File: config.mk
export PLATFORM = sky130hd
export DESIGN_NAME = shift_sub_divider
export DESIGN_NICKNAME = d
export VERILOG_FILES = /design/src/rtl/div_pkg.sv /design/src/rtl/fullAdder.sv /design/src/rtl/sub_nbit.sv /design/src/rtl/shift_sub_divider.sv
export SDC_FILE = /design/constraint.sdc
export NUM_CORES = 1
export LEC_CHECK = 0
export BUFFER_PORTS_ARGS = -buffer_cell sky130_fd_sc_hd__buf_4
export CORE_UTILIZATION = 50
export CTS_BUF_LIST = sky130_fd_sc_hd__clkbuf_2 sky130_fd_sc_hd__clkbuf_4 sky130_fd_sc_hd__clkbuf_8
export CTS_CLUSTER_DIAMETER = 30
export DETAILED_ROUTE_END_ITERATION = 16
export PLACE_DENSITY = 0.78
export SYNTH_ARGS = -nofsm -noshare
export SYNTH_HDL_FRONTEND = slang
export SYNTH_HIERARCHICAL = 1
export SYNTH_SLANG_ARGS = --single-unit
File: constraint.sdc
create_clock -name clk -period 4.2 [get_ports clk]
set_input_delay 0.21 -clock clk [delete_from_list [all_inputs] [get_ports clk]]
set_output_delay 0.21 -clock clk [all_outputs]
set_load 0.1 [all_outputs]
File: src/rtl/div_pkg.sv
// Shared types and constants for the shift-subtract divider.
package div_pkg;

  typedef enum logic [1:0] {
    IDLE = 2'b00,
    ITER = 2'b01,
    FIN  = 2'b10
  } state_t;

  localparam int DIV_WIDTH_DEFAULT = 8;

  // One extra bit so the counter can represent WIDTH itself.
  function automatic int cnt_width(input int width);
    return $clog2(width) + 1;
  endfunction

  localparam int DIV_CNT_W_DEFAULT = cnt_width(DIV_WIDTH_DEFAULT);

endpackage

File: src/rtl/fullAdder.sv
// One-bit full adder cell shared by the arithmetic unit's ripple datapaths.
module fullAdder (
  input  logic a,
  input  logic b,
  input  logic cin,
  output logic sum,
  output logic cout
);

  assign sum  = a ^ b ^ cin;
  assign cout = (a & b) | (a & cin) | (b & cin);

endmodule

File: src/rtl/sub_nbit.sv
// N-bit ripple subtractor: diff = a - b computed as a + ~b + 1.
// cout = 1 means no borrow (a >= b).
module sub_nbit #(
  parameter int N = 9
) (
  input  logic [N-1:0] a,
  input  logic [N-1:0] b,
  output logic [N-1:0] diff,
  output logic         cout
);

  logic [N:0] carry;

  assign carry[0] = 1'b1;

  for (genvar i = 0; i < N; i++) begin : g_bit
    fullAdder u_fa (
      .a    (a[i]),
      .b    (~b[i]),
      .cin  (carry[i]),
      .sum  (diff[i]),
      .cout (carry[i+1])
    );
  end

  assign cout = carry[N];

endmodule

File: src/rtl/shift_sub_divider.sv
// Sequential restoring unsigned divider, one quotient bit per clock.
// Optional early exit on a zero divisor: define DIV_ZERO_CHECK_EN.
//
// state | meaning
// IDLE  | waiting for START; RQ/RR hold the last result
// ITER  | one shift-subtract step per edge, WIDTH steps total
// FIN   | DONE pulse for one cycle, results valid
module shift_sub_divider
  import div_pkg::*;
#(
  parameter int WIDTH = DIV_WIDTH_DEFAULT
) (
  input  logic             clk,
  input  logic             reset,
  input  logic             START,
  input  logic [WIDTH-1:0] A_in,
  input  logic [WIDTH-1:0] B_in,
  output logic [WIDTH-1:0] RQ,
  output logic [WIDTH-1:0] RR,
  output logic             BUSY,
  output logic             DONE,
  output logic             DZ
);

  localparam int CNT_W = cnt_width(WIDTH);

  state_t           state, state_nxt;
  logic [CNT_W-1:0] cnt;
  logic [WIDTH-1:0] divisor;
  logic [WIDTH:0]   shifted;
  logic [WIDTH:0]   diff;
  logic             no_borrow;
  logic             last_iter;
  logic             diff_msb_unused;

  assign shifted   = {RR, RQ[WIDTH-1]};
  assign last_iter = (cnt == CNT_W'(WIDTH - 1));

  sub_nbit #(.N(WIDTH + 1)) u_sub (
    .a    (shifted),
    .b    ({1'b0, divisor}),
    .diff (diff),
    .cout (no_borrow)
  );

  // A restoring step never leaves a remainder wider than the divisor.
  assign diff_msb_unused = diff[WIDTH];

  always_ff @(posedge clk or negedge reset) begin
    if (!reset) state <= IDLE;
    else        state <= state_nxt;
  end

  always_comb begin
    state_nxt = state;
    case (state)
      IDLE: begin
        if (START) begin
`ifdef DIV_ZERO_CHECK_EN
          if (B_in == '0) state_nxt = FIN;
          else            state_nxt = ITER;
`else
          state_nxt = ITER;
`endif
        end
      end
      ITER:    if (last_iter) state_nxt = FIN;
      FIN:     state_nxt = IDLE;
      default: state_nxt = IDLE;
    endcase
  end

  assign BUSY = (state == ITER);
  assign DONE = (state == FIN);

  always_ff @(posedge clk or negedge reset) begin
    if (!reset) begin
      cnt     <= '0;
      divisor <= '0;
      RQ      <= '0;
      RR      <= '0;
    end else begin
      case (state)
        IDLE: begin
          if (START) begin
            divisor <= B_in;
            cnt     <= '0;
`ifdef DIV_ZERO_CHECK_EN
            if (B_in == '0) begin
              RQ <= '1;
              RR <= A_in;
            end else begin
              RQ <= A_in;
              RR <= '0;
            end
`else
            RQ <= A_in;
            RR <= '0;
`endif
          end
        end
        ITER: begin
          RR  <= no_borrow ? diff[WIDTH-1:0] : shifted[WIDTH-1:0];
          RQ  <= {RQ[WIDTH-2:0], no_borrow};
          cnt <= cnt + 1'b1;
        end
        default: ;
      endcase
    end
  end

`ifdef DIV_ZERO_CHECK_EN
  logic dz;

  // Cleared on every accepted START; held until the next one.
  always_ff @(posedge clk or negedge reset) begin
    if (!reset)                       dz <= 1'b0;
    else if (state == IDLE && START)  dz <= (B_in == '0);
  end

  assign DZ = dz;
`else
  assign DZ = 1'b0;
`endif

endmodule

==> results.sh, run 1 <==
export IMPL_avgSynthCellArea_um2=11.3
export IMPL_status="complete, no violations"
export IMPL_layout_min_cycle_time_ns=4.19
export IMPL_rows=20
export IMPL_crit_fanout=9
export IMPL_via_count=1188
export IMPL_syn_inst=145
export IMPL_dp_hpwl_um=2320
export IMPL_grt_use_total=0.217
export IMPL_clockRootBuffer="clkbuf_4"
export IMPL_yosysTopAreaCell="dfrtp_1"
export IMPL_crit_end="RR[4]"
export IMPL_wl_per_cell_um=14.1
export IMPL_post_cts_buffers=0
export IMPL_core_um2=3080
export IMPL_critical_path_required_ns=4.39
export IMPL_rr_worst_depth=12
export IMPL_first_pass_iters=4
export IMPL_synth_xor_area_frac=0
export IMPL_clock_sinks=30
export IMPL_clk_latency_ns=0.32
export IMPL_netlist_area_um2=1640
export IMPL_cts_buffer_depth=2
export IMPL_htree_num_levels=2
export IMPL_ys_warn_count=6
export IMPL_r2r_start="RQ[7]"
export IMPL_dp_cells=219
export IMPL_clk_pin_slew_ns=0.09
export IMPL_worstHoldPathType="input pin to flop"
export IMPL_first_global_vias=1220
export IMPL_synth_area_top_cells="dfrtp_1 46%, fa_1 11%, mux2_4 7.3%"
export IMPL_drcViolationCount=0
export IMPL_grt_max_degree=31
export IMPL_cts_buffers=5
export IMPL_fin_cells=228
export IMPL_final_nets=212
export IMPL_fin_tns_setup_ns=0
export IMPL_clock_fmax_mhz=239
export IMPL_rsz0062_at_grt="true"
export IMPL_crit_path_end_kind="flop"
export IMPL_crit_chain="fa_2 > fa_2 > fa_2 > fa_2 > fa_2 > fa_2 > fa_2 > fa_2 > fa_2 > buf_6 > mux2i_1 > o21ai_1"
export IMPL_r2r_setup_slack_ns=0.01
export IMPL_rr_endpoint="RR[4]"
export IMPL_antenna_found_initial=0
export IMPL_setup_viol=0
export IMPL_worst_path_max_delay_cell="dfrtp_4"
export IMPL_io_pins=38
export IMPL_relSlewSlack=0.287
export IMPL_path_buf_inv=1
export IMPL_ys_types=27
export IMPL_synth_compound_area_frac=0.129
export IMPL_die_area_um2=3510
export IMPL_drive_above_1_share=0.370
export IMPL_ant_nets=0
export IMPL_die_width_um=59.3
export IMPL_fp_dieH_um=59.3
export IMPL_ys_seq_area_frac=0.458
export IMPL_ys_ff_latch=30
export IMPL_crit_family="adder cells"
export IMPL_drv_cap=0
export IMPL_diodes=0
export IMPL_drt_iter0_drc=90
export IMPL_period_share=0.996
export IMPL_overflow=0
export IMPL_gp_congestion=0.802
export IMPL_worstPathArrival_ns=4.38
export IMPL_start_util=0.533
export IMPL_grt_pass1_wl_um=5550
export IMPL_viasPerCell=5.21
export IMPL_area_growth_syn_to_layout_pct=24.9
export IMPL_io_buffers=36
export IMPL_cts_tree="built"
export IMPL_yosys_mux_area_fraction=0.128
export IMPL_routed_wl_um=3210
export IMPL_skew_ns=0.00201
export IMPL_cp_common_cell="fa_2"
export IMPL_slowest_delay_ns=0.49
export IMPL_hold_violations=0
export IMPL_critPathLaunch="RQ[7]"
export IMPL_finalMaxSlewViolations=0
export IMPL_synth_top_cell_area_share=0.458
export IMPL_synth_fa_ha_area_frac=0.117
export IMPL_synth_top_family_by_area="compound AO/OA/AOI/OAI gates"
export IMPL_setup_worst_path_start_class="flop"
export IMPL_tightest_slew_ns=1.06
export IMPL_worstSetupPathType="flop to flop"
export IMPL_path_depth=12
export IMPL_synth_simple_gate_area_frac=0.101
-- placed cells by master (no fill, tap or decap), drive strengths merged --
cell type	instances
nand2	11
o21bai	1
nor3	2
mux2	8
inv	10
a21oi	8
fa	9
a22oi	8
ha	1
dlygate4sd3	1
nand2b	2
and2b	7
o21ai	19
nor2b	3
mux2i	9
dfrtp	30
nor2	1
nand4	1
conb	3
nor3b	2
clkbuf	8
buf	39
a22o	1
-- synthesized netlist by cell type --
master	count
nand2_1	11
a22o_1	1
buf_6	2
o21ai_1	8
o21ai_0	11
nor2b_1	3
conb_1	2
a21oi_1	8
buf_4	2
fa_1	9
inv_2	1
nand4_1	1
a22oi_1	8
inv_1	9
nor3b_1	1
nor3b_2	1
nor3_1	2
clkbuf_1	2
o21bai_1	1
nor2_1	1
nand2b_1	2
and2b_1	7
mux2i_1	9
buf_2	4
mux2_4	8
dfrtp_1	30
ha_1	1
-- per-stage QoR --
stage	util	hold slack (ns)	cell area, um2	setup slack, ns
CTS	0.666	0.103	2050	0.00458
detailed placement	0.631	0.163	1940	-0.282
finish	0.666	0.115	2050	0.0150
global route	0.666	0.0969	2050	-0.0794
floorplan	-	-0.0856	1670	0.0386
global placement	0.631	0.155	1940	-0.142
-- per-layer routing --
| metal | global-route usage | vias to the layer above | share of wire |
|---|---|---|---|
| met5 | 0 | - | 0 |
| met4 | 0.0986 | 0 | 0.016 |
| met3 | 0.0480 | 7 | 0.044 |
| met2 | 0.348 | 34 | 0.52 |
| met1 | 0.282 | 587 | 0.42 |
| li1 | - | 560 | - |
-- timing repair --
| action | in CTS | in global routing |
|---|---|---|
| hold endpoints to repair | 30 | 0 |
| pin swaps | 0 | 0 |
| endpoints found under the setup margin | 9 | 9 |
| hold buffers | 1 | 0 |
| gates resized for setup | 7 | 0 |
-- sequential cells by signal, summed over array words and instances (netlist names) --
signal / count
RQ: 8
RR: 8
divisor: 8
cnt: 4
state: 2
-- worst min path at each step --
stage,depth (start not counted),startpoint,endpoint,slack [ns]
after detailed placement,1,reset,RQ[3],0.16
after global placement,1,reset,RQ[3],0.16
after floorplan,0,reset,RQ[0],-0.09
after CTS,2,B_in[1],divisor[1],0.10
after global routing,2,B_in[1],divisor[1],0.1
final,2,B_in[5],divisor[5],0.11
-- final cells by class --
cell class              instances  area, um2
well taps                      44       55.1
flip-flops and latches         30        758
multi-input cells              96        813
fillers                       260       1030
clock buffers                   8       78.8
repair buffers                 40        307
inverters                      10       37.5
-- cell families after synthesis --
kind of cell             count (synthesis)
multiplexers                            17
adder cells (fa/ha/maj)                 10
buffers and inverters                   20
flip-flops                              30
AO/OA/AOI/OAI                           37
other                                    2
AND/OR/NAND/NOR                         29
Power of run 1 is not shown: default switching activity piles up to over one toggle a cycle in this logic, so the estimate is an artifact.
==> inputs of run 2 (changes only) <==
--- a/config.mk
+++ b/config.mk
@@ -5,12 +5,13 @@
 export SDC_FILE = /design/constraint.sdc
 export NUM_CORES = 1
 export LEC_CHECK = 0
+export ABC_AREA = 1
 export BUFFER_PORTS_ARGS = -buffer_cell sky130_fd_sc_hd__buf_4
 export CORE_UTILIZATION = 50
 export CTS_BUF_LIST = sky130_fd_sc_hd__clkbuf_2 sky130_fd_sc_hd__clkbuf_4 sky130_fd_sc_hd__clkbuf_8
 export CTS_CLUSTER_DIAMETER = 30
 export DETAILED_ROUTE_END_ITERATION = 16
-export PLACE_DENSITY = 0.78
+export PLACE_DENSITY = 0.77
 export SYNTH_ARGS = -nofsm -noshare
 export SYNTH_HDL_FRONTEND = slang
 export SYNTH_HIERARCHICAL = 1
==> results.sh, run 2 <==
export IMPL_worstPathArrival_ns=4.42
export IMPL_synth_area_top_cells="dfrtp_1 43%, nand2_1 13%, fa_1 10%"
export IMPL_avgSynthCellArea_um2=8.76
export IMPL_hold_violations=0
export IMPL_viasPerCell=4.77
export IMPL_crit_path_end_kind="flop"
export IMPL_grt_max_degree=31
export IMPL_layout_min_cycle_time_ns=4.16
export IMPL_first_global_vias=1236
export IMPL_area_growth_syn_to_layout_pct=22.7
export IMPL_mostFrequentLayoutCell="nand2_1"
export IMPL_netlist_area_um2=1730
export IMPL_ys_types=24
export IMPL_clock_sinks=30
export IMPL_drt_iter0_drc=25
export IMPL_first_pass_iters=4
export IMPL_dp_slack_ns=-0.167
export IMPL_synth_simple_gate_area_frac=0.275
export IMPL_status="complete, no violations"
export IMPL_fin_util=0.637
export IMPL_synth_commonest_cells="61 x nand2_1, 30 x dfrtp_1, 23 x inv_1, 19 x nand3_1, 15 x nor2_1"
export IMPL_grt_use_met2=0.311
export IMPL_synth_top_cell_area_share=0.433
export IMPL_use_met3=0.0597
export IMPL_fin_ws_ns=0.0381
export IMPL_synth_main_ff_cell="dfrtp_1"
export IMPL_drcViolationCount=0
export IMPL_synth_compound_area_frac=0.0657
export IMPL_yosysTopAreaCell="dfrtp_1"
export IMPL_most_common_layout_cells="59 x nand2_1, 38 x buf_4, 28 x dfrtp_1"
export IMPL_dp_cells=275
export IMPL_io_buffers=36
export IMPL_cts_buffers=5
export IMPL_grt_pass1_wl_um=5570
export IMPL_clk_latency_ns=0.31
export IMPL_dp_hpwl_um=2380
export IMPL_yosys_mux_area_fraction=0
export IMPL_gp_congestion=0.870
export IMPL_worstSetupPathType="flop to flop"
export IMPL_ys_ff_latch=30
export IMPL_yosysMostFrequentCell="nand2_1"
export IMPL_cts_tree="built"
export IMPL_routed_wl_um=3360
export IMPL_fp_dieH_um=60.9
export IMPL_diodes=0
export IMPL_grt_use_total=0.208
export IMPL_period_share=0.991
export IMPL_ant_nets=0
export IMPL_synth_edf_count=0
export IMPL_rows=21
export IMPL_core_um2=3340
export IMPL_crit_fanout=7
export IMPL_synth_xor_area_frac=0.00505
export IMPL_die_area_um2=3710
export IMPL_wl_per_cell_um=11.7
export IMPL_io_pins=38
export IMPL_async_reset_ff_frac=1.00
export IMPL_finalMaxSlewViolations=0
export IMPL_ys_warn_count=6
export IMPL_via_count=1363
export IMPL_setup_viol=0
export IMPL_fin_cells=286
export IMPL_ys_seq_area_frac=0.433
export IMPL_synth_fa_ha_area_frac=0.111
export IMPL_cts_buffer_depth=2
export IMPL_htree_num_levels=2
export IMPL_synth_top_family_by_area="simple AND/OR/NAND/NOR gates"
export IMPL_start_util=0.520
export IMPL_skew_ns=0.00744
export IMPL_clk_pin_slew_ns=0.09
export IMPL_final_nets=268
export IMPL_worstHoldPathType="input pin to flop"
export IMPL_rsz0062_at_grt="true"
export IMPL_setup_worst_path_start_class="flop"
export IMPL_busiest_layer="met2"
export IMPL_drv_cap=0
export IMPL_worst_hold_slack_ns=0.127
export IMPL_die_width_um=60.9
export IMPL_clock_fmax_mhz=240
export IMPL_drive_above_1_share=0.321
export IMPL_syn_inst=198
export IMPL_overflow=0
export IMPL_top_regs="RQ (8), RR (8), divisor (8)"
export IMPL_r2r_setup_slack_ns=0.04
export IMPL_antenna_found_initial=0
export IMPL_critical_path_required_ns=4.46
export IMPL_use_met1=0.295
export IMPL_clockRootBuffer="clkbuf_4"
[run 2: final cells by class]
| cell class | count | area [um2] |
|---|---|---|
| timing repair buffer | 41 | 318 |
| sequential | 30 | 756 |
| inverter | 25 | 101 |
| clock buffer | 8 | 60.1 |
| multi-input combinational | 136 | 835 |
| tap | 46 | 57.6 |
| fill | 290 | 1210 |
[run 2: layer usage]
metal,vias to the layer above,part of all wire
met2,30,0.49
met3,2,0.031
met4,0,0.0074
met5,-,0
met1,643,0.47
li1,688,-
[run 2: kinds of logic (layout without fill, tap and decap cells)]
group                      count (synthesis)  count (layout)
and+or+nand+nor                          106             106
buffers and inverters                     33              74
DFF                                       30              30
AOI/OAI and AO/OA                         16              16
adders and majority gates                 10              10
other                                      2               3
xor gates and xnor gates                   1               1
[run 2: path summary, 6_finish.rpt]
check	from	end	cells after the start
max in group asynchronous	reset	RQ[7]	2
worst min register to register	divisor[7]	divisor[7]	2
worst max register to register	RQ[7]	RR[7]	14
min in group asynchronous	reset	RR[5]	2
worst min-delay path	B_in[2]	divisor[2]	3
worst max-delay path	RQ[7]	RR[7]	14
[run 2: metrics by stage]
stage | area (um2) | setup TNS [ns]
2_1_floorplan | 1760 | 0
3_3_place_gp | 2010 | -0.696
3_5_place_dp | 2010 | -1.07
4_1_cts | 2100 | 0
5_1_grt | 2130 | -0.155
6_report | 2130 | 0
[run 2: critical path: stages (launching register included)]
cell	delay [ns]
dfrtp_4	0.49
fa_2	0.35
fa_2	0.35
fa_2	0.34
fa_2	0.35
fa_2	0.35
fa_2	0.36
fa_2	0.35
fa_2	0.36
fa_2	0.38
buf_6	0.15
inv_4	0.06
buf_4	0.10
o211ai_2	0.07
nand2_1	0.06
[run 2: repair_timing]
action	CTS	global route
hold buffers	1	0
endpoints found under the setup margin	9	9
cloned	0	0
buffers inserted	2	0
endpoints found under the hold margin	30	0
pin swaps	1	0
resized for setup	8	12
Power of run 2 is left out for the same reason.
==> inputs of run 3 (changes only) <==
--- a/config.mk
+++ b/config.mk
@@ -6,12 +6,14 @@
 export NUM_CORES = 1
 export LEC_CHECK = 0
 export ABC_AREA = 1
+export ABC_CLOCK_PERIOD_IN_PS = 4200
 export BUFFER_PORTS_ARGS = -buffer_cell sky130_fd_sc_hd__buf_4
 export CORE_UTILIZATION = 50
 export CTS_BUF_LIST = sky130_fd_sc_hd__clkbuf_2 sky130_fd_sc_hd__clkbuf_4 sky130_fd_sc_hd__clkbuf_8
 export CTS_CLUSTER_DIAMETER = 30
 export DETAILED_ROUTE_END_ITERATION = 16
 export PLACE_DENSITY = 0.77
+export REMOVE_ABC_BUFFERS = 1
 export SYNTH_ARGS = -nofsm -noshare
 export SYNTH_HDL_FRONTEND = slang
 export SYNTH_HIERARCHICAL = 1
==> results.sh, run 3 (same netlist as run 2, synthesis figures left out) <==
export IMPL_setup_viol=0
export IMPL_crit_fanout=13
export IMPL_area_growth_syn_to_layout_pct=21.4
export IMPL_ant_nets=0
export IMPL_io_pins=38
export IMPL_die_area_um2=3710
export IMPL_viasPerCell=4.97
export IMPL_rsz0062_at_grt="true"
export IMPL_drt_iter0_drc=61
export IMPL_fillers=300
export IMPL_mostFrequentLayoutCell="nand2_1"
export IMPL_r2r_start="RQ[7]"
export IMPL_path_buf_inv=1
export IMPL_rr_worst_depth=14
export IMPL_path_depth=14
export IMPL_fin_ws_ns=0.0319
export IMPL_htree_num_levels=2
export IMPL_crit_family="adder cells"
export IMPL_fin_tns_setup_ns=0
export IMPL_hold_depth=3
export IMPL_clockRootBuffer="clkbuf_4"
export IMPL_drv_cap=0
export IMPL_crit_chain="fa_2 > fa_2 > fa_2 > fa_2 > fa_2 > fa_2 > fa_2 > fa_2 > fa_2 > buf_6 > nand2_1 > nand2_1 > nand2_1 > o21ai_2"
export IMPL_rows=21
export IMPL_die_width_um=60.9
export IMPL_core_um2=3340
export IMPL_period_share=0.992
export IMPL_hp_start="B_in[3]"
export IMPL_final_nets=269
export IMPL_worstPathArrival_ns=4.39
export IMPL_most_common_layout_cells="61 x nand2_1, 40 x buf_4, 30 x dfrtp_1"
export IMPL_worstHoldPathType="input pin to flop"
export IMPL_io_buffers=36
export IMPL_via_count=1417
export IMPL_hold_violations=0
export IMPL_grt_max_degree=31
export IMPL_rr_endpoint="RR[0]"
export IMPL_skew_ns=0.00861
export IMPL_dp_slack_ns=-0.386
export IMPL_first_global_vias=1239
export IMPL_r2r_setup_slack_ns=0.03
export IMPL_clock_sinks=30
export IMPL_critical_path_required_ns=4.42
export IMPL_cts_tree="built"
export IMPL_finalMaxSlewViolations=0
export IMPL_cts_buffers=5
export IMPL_grt_pass1_wl_um=5580
export IMPL_top_regs="RQ (8), RR (8), divisor (8)"
export IMPL_clk_pin_slew_ns=0.09
export IMPL_clock_fmax_mhz=240
export IMPL_hold_end="divisor[3]"
export IMPL_cp_common_cell="fa_2"
export IMPL_gp_congestion=0.845
export IMPL_fp_dieH_um=60.9
export IMPL_status="complete, no violations"
export IMPL_slowest_delay_ns=0.42
export IMPL_fin_util=0.631
export IMPL_start_util=0.520
export IMPL_overflow=0
export IMPL_drcViolationCount=0
export IMPL_wl_per_cell_um=12.4
export IMPL_cts_buffer_depth=2
export IMPL_worstSetupPathType="flop to flop"
export IMPL_setup_worst_path_start_class="flop"
export IMPL_dp_hpwl_um=2490
export IMPL_routed_wl_um=3540
export IMPL_grt_use_total=0.213
export IMPL_antenna_found_initial=0
export IMPL_worst_path_max_delay_cell="dfrtp_1"
export IMPL_first_pass_iters=4
export IMPL_clk_latency_ns=0.33
export IMPL_layout_min_cycle_time_ns=4.17
export IMPL_drive_above_1_share=0.293
export IMPL_diodes=0
export IMPL_crit_path_end_kind="flop"
-- run 3: per-stage QoR --
stage / hold slack, ns / area, um2 / cells
after CTS: 0.103 / 2100 / 284
after global routing: 0.100 / 2110 / 285
final: 0.116 / 2110 / 285
after global placement: 0.161 / 2010 / 277
after detailed placement: 0.158 / 2010 / 277
after floorplan: -0.0856 / 1650 / 191
-- run 3: layout make-up --
| class | count | area (um2) | share of cell area |
|---|---|---|---|
| Multi-Input combinational cell | 136 | 826 | 0.392 |
| Sequential cell | 30 | 751 | 0.357 |
| Timing Repair Buffer | 42 | 322 | 0.153 |
| Inverter | 25 | 98.8 | 0.0469 |
| Tap cell | 46 | 57.6 | 0.0273 |
| Clock buffer | 6 | 51.3 | 0.0244 |
-- run 3: what timing repair did --
action / in CTS / in global routing
gates resized for setup: 13 / 3
endpoints found under the hold margin: 30 / 0
buffers inserted: 0 / 1
pin swaps: 0 / 0
endpoints found under the setup margin: 9 / 9
hold buffers: 1 / 0
-- run 3: worst register-to-register path, delay by kind of cell, from the launching register on --
kind | cells | cell delay [ns]
fa+ha+maj | 9 | 3.24
flops | 1 | 0.42
compound gates | 1 | 0.05
buf+inv | 1 | 0.15
simple gates | 3 | 0.20
-- run 3: worst max-delay path by stage --
stage,start,end,slack [ns]
after global routing,RQ[7],RR[6],-0.08
after global placement,RQ[7],RR[4],-0.23
after CTS,RQ[7],RR[0],0.04
after floorplan,RQ[7],RR[0],-0.79
final,RQ[7],RR[0],0.03
after detailed placement,RQ[7],RR[6],-0.39
-- run 3: per-layer routing --
| layer | vias up | part of all wire | GRT usage | wire length [um] |
|---|---|---|---|---|
| li1 | 689 | - | - | - |
| met5 | - | 0 | 0 | 0 |
| met2 | 43 | 0.48 | 0.322 | 1710 |
| met1 | 678 | 0.45 | 0.281 | 1570 |
| met4 | 0 | 0.021 | 0.0974 | 76 |
| met3 | 7 | 0.050 | 0.0682 | 178 |
Power of run 3 is left out for the same reason.
